### config.mk
export PLATFORM = sky130hd
export DESIGN_NAME = up_counter8_mod
export DESIGN_NICKNAME = d
export VERILOG_FILES = /design/src/rtl/up_counter8_mod.sv
export SDC_FILE = /design/constraint.sdc
export NUM_CORES = 1
export LEC_CHECK = 0
export CORE_UTILIZATION = 45
export CTS_BUF_LIST = sky130_fd_sc_hd__clkbuf_4
export DETAILED_ROUTE_END_ITERATION = 7
export PLACE_DENSITY = 0.86
export SYNTH_ARGS = -nofsm -noshare
export SYNTH_HDL_FRONTEND = slang
export SYNTH_SLANG_ARGS = --single-unit
### constraint.sdc
create_clock -name clk -period 4 [get_ports clk]
set_input_delay 0.8 -clock clk [delete_from_list [all_inputs] [get_ports clk]]
set_output_delay 0.8 -clock clk [all_outputs]
set_load 0.01 [all_outputs]
### src/rtl/up_counter8_mod.sv
`default_nettype none
// ============================================================================
// Module   : up_counter8_mod
// Brief    : Loadable up counter with a programmable terminal value (limit),
//            one-shot (halt at limit) and auto-reload (wrap to 0) modes.
//            A RUN/HALT control FSM decides whether counting continues
//            once the terminal value is reached.
// Revision : 1.0 - initial release
// ============================================================================
module up_counter8_mod #(
  parameter int WIDTH = 8
) (
  input  logic             clk,
  input  logic             rst,
  input  logic             load,
  input  logic             enable,
  input  logic             auto_reload,
  input  logic [WIDTH-1:0] data_in,
  input  logic [WIDTH-1:0] limit,
  output logic [WIDTH-1:0] count,
  output logic             tc,
  output logic             wrap,
  output logic             done
);

  typedef enum logic [0:0] {
    S_RUN  = 1'b0,
    S_HALT = 1'b1
  } state_t;

  state_t           state_q, state_d;
  logic [WIDTH-1:0] count_q, count_d;
  logic             wrap_q, wrap_d;
  logic             w_match;

  // Terminal compare is live against the current limit input every cycle.
  assign w_match = (count_q == limit);

  // Next-state logic: load beats counting; HALT freezes the count until load.
  always_comb begin
    state_d = state_q;
    count_d = count_q;
    wrap_d  = 1'b0;
    if (load) begin
      count_d = data_in;
      state_d = S_RUN;
    end else if ((state_q == S_RUN) && enable) begin
      if (!w_match) begin
        // Natural FF->00 rollover is intentional and never flags wrap.
        count_d = count_q + {{(WIDTH-1){1'b0}}, 1'b1};
      end else if (auto_reload) begin
        count_d = '0;
        wrap_d  = 1'b1;
      end else begin
        state_d = S_HALT;
      end
    end
  end

  // State, count and wrap registers with synchronous active-high reset.
  always_ff @(posedge clk) begin
    if (rst) begin
      state_q <= S_RUN;
      count_q <= '0;
      wrap_q  <= 1'b0;
    end else begin
      state_q <= state_d;
      count_q <= count_d;
      wrap_q  <= wrap_d;
    end
  end

  assign count = count_q;
  assign tc    = w_match;
  assign wrap  = wrap_q;
  assign done  = (state_q == S_HALT);

endmodule
`default_nettype wire

Word level (Yosys, flattened, before mapping)
Cells that the tools add are included.
{ "word_totals": {"output_inout_bits": 11, "ram_bits": 0, "rom_bits": 0, "n_memories": 0, "latchBits": 0, "register_bits": 10} }
{ "op_classes": {"n_eq_ne": 2, "order_cmp": 0, "mux": 5, "shifts": 0, "add_sub_neg": 1, "mul": 0, "div_mod_pow": 0, "bitwise_logic": 4, "n_reduce_logical": 6} }
{ "ops": {"columns": ["op", "n"], "rows": [
  ["$mux 8", 4],
  ["$add 8x1->8 const B", 1],
  ["$eq 8x8->1", 1],
  ["$not 1->1", 4],
  ["$reduce_or 4->1", 1],
  ["$ne 3x3->1 const B", 1],
  ["$reduce_and 3->1", 1],
  ["$reduce_and 2->1", 1],
  ["$reduce_bool 2->1", 1],
  ["$reduce_or 2->1", 1],
  ["$logic_and 1x1->1", 1],
  ["$mux 1", 1]
]} }

Depth between registers and ports, before layout
{ "logic_depth": {"depth_word": 4, "mapped_depth": 5, "mapped_depth_nobuf": 5} }

Least setup slack after synthesis
No wires, ideal clock.
{ "synth_timing": {"path_kind": "input to output", "start": "in limit[6]", "end": "out tc", "path_slack_ps": 1594, "arrival_time_ps": 1606, "n_path_buf": 0, "stages": 4, "cell_sequence": "xor2_1 nor4_2 nand2_2 inv_1"} }
{ "synth_via": {"elab_chain_cells": 1} }
{ "synth_rtl": {"columns": ["item", "line", "text"], "rows": [
  ["start: declaration", "19", "input logic [WIDTH-1:0] limit,"],
  ["$eq 8x8->1", "37", "assign w_match = (count_q == limit);"],
  ["end: declaration", "21", "output logic tc,"]
]} }
No other way between the ends.

Final worst setup path
{ "layout_timing": {"start": "in limit[4]", "end": "out tc"} }
The elaborated chain is that of the path after synthesis.

==> results.json <==
{
  "cts-root-buf": "clkbuf_4",
  "met3WireLength_um": 102,
  "r2r-end": "count[2]$_SDFFE_PP0P_",
  "tightest_slew_ns": 0.598,
  "route.met2.wl_um": 857,
  "cts_resized": 0,
  "finalSetupViolations": 0,
  "drv_slew": 0,
  "place_congestion": 0.842,
  "ys_warn_count": 0,
  "cp_data_required_time_ns": 3.20,
  "io_pins": 32,
  "grt-ovfl-total": 0,
  "vdd_drop_max_mv": 0.258,
  "min_path_type": "reg2reg",
  "post_cts_buffers": 0,
  "stdcell_count": 127,
  "antenna_found_initial": 0,
  "dr.pass1.iters": 4,
  "remaining_drc_errors": 0,
  "fin_skew_ns": 0.000462,
  "fin_nets": 136,
  "clk_latency_ns": 0.26,
  "worstRegToRegCells": 5,
  "end_kind": "primary output",
  "drive_gt1_frac": 0.125,
  "post-place-cells": 124,
  "dieHeight_um": 41.7,
  "crit_arrival_ns": 2.63,
  "insertedDiodeCount": 0,
  "crit_chain": "clkdlybuf4s50_1 > xor2_1 > nor4_2 > nand2_2 > inv_1 > clkdlybuf4s50_1",
  "cts_max_level": 1,
  "wl_met1_um": 757,
  "rows": 13,
  "syn_nets": 103,
  "p_per_area_nw_per_um2": 252,
  "syn_area_sq_um": 711,
  "grt_pass1_wl_mm": 2.86,
  "vias": 729,
  "place_area_sq_um": 1010,
  "wirelength_mm": 1.73,
  "fin_setup_tns_ns": 0,
  "postLayoutCellArea_sq_um": 1030,
  "cts_inserted_buffers": 3,
  "max_freq_mhz": 292,
  "grt_start_max_net_pins": 19,
  "slew_headroom": 0.600,
  "clk_pin_slew_worst_paths_ns": 0.06,
  "dp_hpwl_mm": 1.31,
  "fill_cells": 114,
  "p_leak_nw": 0.413,
  "path_max_fanout": 10,
  "dieArea_sq_um": 1740,
  "multi_input_area_sq_um": 467,
  "die_w_um": 41.7,
  "slowest_delay_ns": 0.53,
  "cpMaxStageDelayCell": "clkdlybuf4s50_1",
  "rsz0062_at_grt": "no",
  "portBuffers": 31,
  "status": "finished clean",
  "initial_core_util": 0.514,
  "ctsLongestPathBuffers": 2,
  "holdPathStages": 2,
  "worst-path-buf-inv": 3,
  "finalCritPeriodShare": 0.857,
  "final.min_clock_period_ns": 3.43,
  "critPathTopFamily": "buffers and inverters",
  "synth.avg_cell_area_sq_um": 8.77,
  "cap_violations": 0,
  "syn_inst": 81,
  "netlist-cell-type-count": 30,
  "drt-initial-drc-count": 20,
  "worstSetupPathType": "in2out",
  "hold_end": "count[1]$_SDFFE_PP0P_",
  "wl_per_cell_um": 13.6,
  "dr.max_layer_used": "met4",
  "clock_sinks": 10,
  "grt_pass1_vias": 647,
  "final_util": 0.748,
  "min-delay-start": "count[1]$_SDFFE_PP0P_",
  "reg2reg_from": "count[7]$_SDFFE_PP0P_",
  "crit_top_cell": "clkdlybuf4s50_1",
  "ctsHoldBuffers": 0,
  "reg2reg_slack_ns": 2.29,
  "post_drt_via_cell_ratio": 5.74,
  "startpoint_type": "input port",
  "ys_seq_elements": 10,
  "hold_viol": 0,
  "cts_tree": "done",
  "synth-seq-area-share": 0.282,
  "grt_util_all_layers": 0.213,
  "core_area_sq_um": 1380,
  "regArea_sq_um": 200,
  "antenna_left": 0,
  "layout-area-overhead-vs-synth_pct": 45.4
}
[area by class of cell]
type | instances | area share
tap | 15 | 0.0182
inverter | 4 | 0.0145
sequential | 10 | 0.194
multi-input combinational | 64 | 0.452
clock buffer | 3 | 0.0218
timing repair buffer | 31 | 0.300
[worst reg2reg max path, delay by kind of cell (launching register included)]
kind | cells | cell delay [ns]
flip-flops | 1 | 0.35
AND/OR/NAND/NOR | 3 | 0.70
AO/OA/AOI/OAI | 1 | 0.34
XOR/XNOR | 1 | 0.18
[stage by stage]
stage                     hold slack, ns  setup slack [ns]  power (mW)
after floorplan                    0.558              1.59       0.157
after global placement             0.554             0.582       0.195
after detailed placement           0.558             0.554       0.197
after CTS                          0.569             0.555       0.264
after global routing               0.603             0.464       0.277
final                              0.570             0.571       0.260
[cells in the final DEF (no fill, tap or decap), drive strengths merged, types with 2 or more instances in the layout]
cell,synthesis,final
clkbuf,1,3
a221oi,7,7
nand2,7,7
nor4,3,3
a41oi,2,2
mux2i,2,2
nor2b,6,6
inv,4,4
nor3,7,7
clkdlybuf4s50,0,31
nor2,4,4
mux2,3,3
dfxtp,10,10
xor2,8,8
nand3,4,4
[worst max-delay path by stage]
stage / from / endpoint / slack [ns] / cells past startpoint
2_1_floorplan: limit[6] / tc / 1.59 / 4
3_3_place_gp: limit[7] / tc / 0.58 / 6
3_5_place_dp: limit[4] / tc / 0.55 / 6
4_1_cts: limit[4] / tc / 0.56 / 6
5_1_grt: limit[7] / tc / 0.46 / 6
6_report: limit[4] / tc / 0.57 / 6
[cells in the mapped netlist]
library cell / n / share of area
dfxtp_1: 10 / 0.28
nor4_1: 1 / 0.0088
a31oi_1: 1 / 0.0088
buf_2: 1 / 0.0070
clkdlybuf4s15_1: 1 / 0.014
ha_1: 1 / 0.018
a221oi_1: 5 / 0.062
nand2b_1: 1 / 0.0088
nor4_2: 2 / 0.035
xor2_1: 8 / 0.099
a21o_2: 1 / 0.012
nor3_1: 7 / 0.049
nand2_1: 6 / 0.032
a31o_2: 1 / 0.012
a221oi_2: 2 / 0.042
or3_1: 1 / 0.0088
inv_1: 4 / 0.021
and4_2: 1 / 0.014
o22ai_1: 1 / 0.0088
mux2i_1: 2 / 0.028
a41oi_1: 2 / 0.025
a21oi_1: 1 / 0.0070
nand3_1: 4 / 0.028
mux2_2: 3 / 0.048
o21a_1: 1 / 0.011
nand2_2: 1 / 0.0088
nor2b_1: 6 / 0.053
and3_1: 1 / 0.0088
clkbuf_8: 1 / 0.019
nor2_1: 4 / 0.021
[flip-flops by register name, summed over array words and instances, names as in the netlist]
| name | cells |
|---|---|
| done | 1 |
| count | 8 |
| wrap | 1 |
[logic make-up after synthesis]
group           after synthesis  share of synthesized area
buf+inv                       7                     0.0616
simple gates                 35                      0.276
compound gates               15                      0.188
fa+ha+maj                     1                     0.0176
mux                           5                     0.0757
xor+xnor                      8                     0.0986
flops                        10                      0.282
[per-layer routing]
| metal | track usage | vias up |
|---|---|---|
| met2 | 0.344 | 29 |
| met4 | 0.0387 | 0 |
| met3 | 0.0870 | 2 |
| li1 | - | 364 |
| met5 | 0 | - |
| met1 | 0.266 | 334 |
[where the power goes]
part / internal (mW) / leakage [nW] / switching [mW]
registers: 0.106 / 0.0827 / 0.0111
clock network: 0.0346 / 0.0138 / 0.0310
logic: 0.0460 / 0.317 / 0.0314
total: 0.187 / 0.413 / 0.0735
Note: power is estimated with default switching activity, not from simulation.
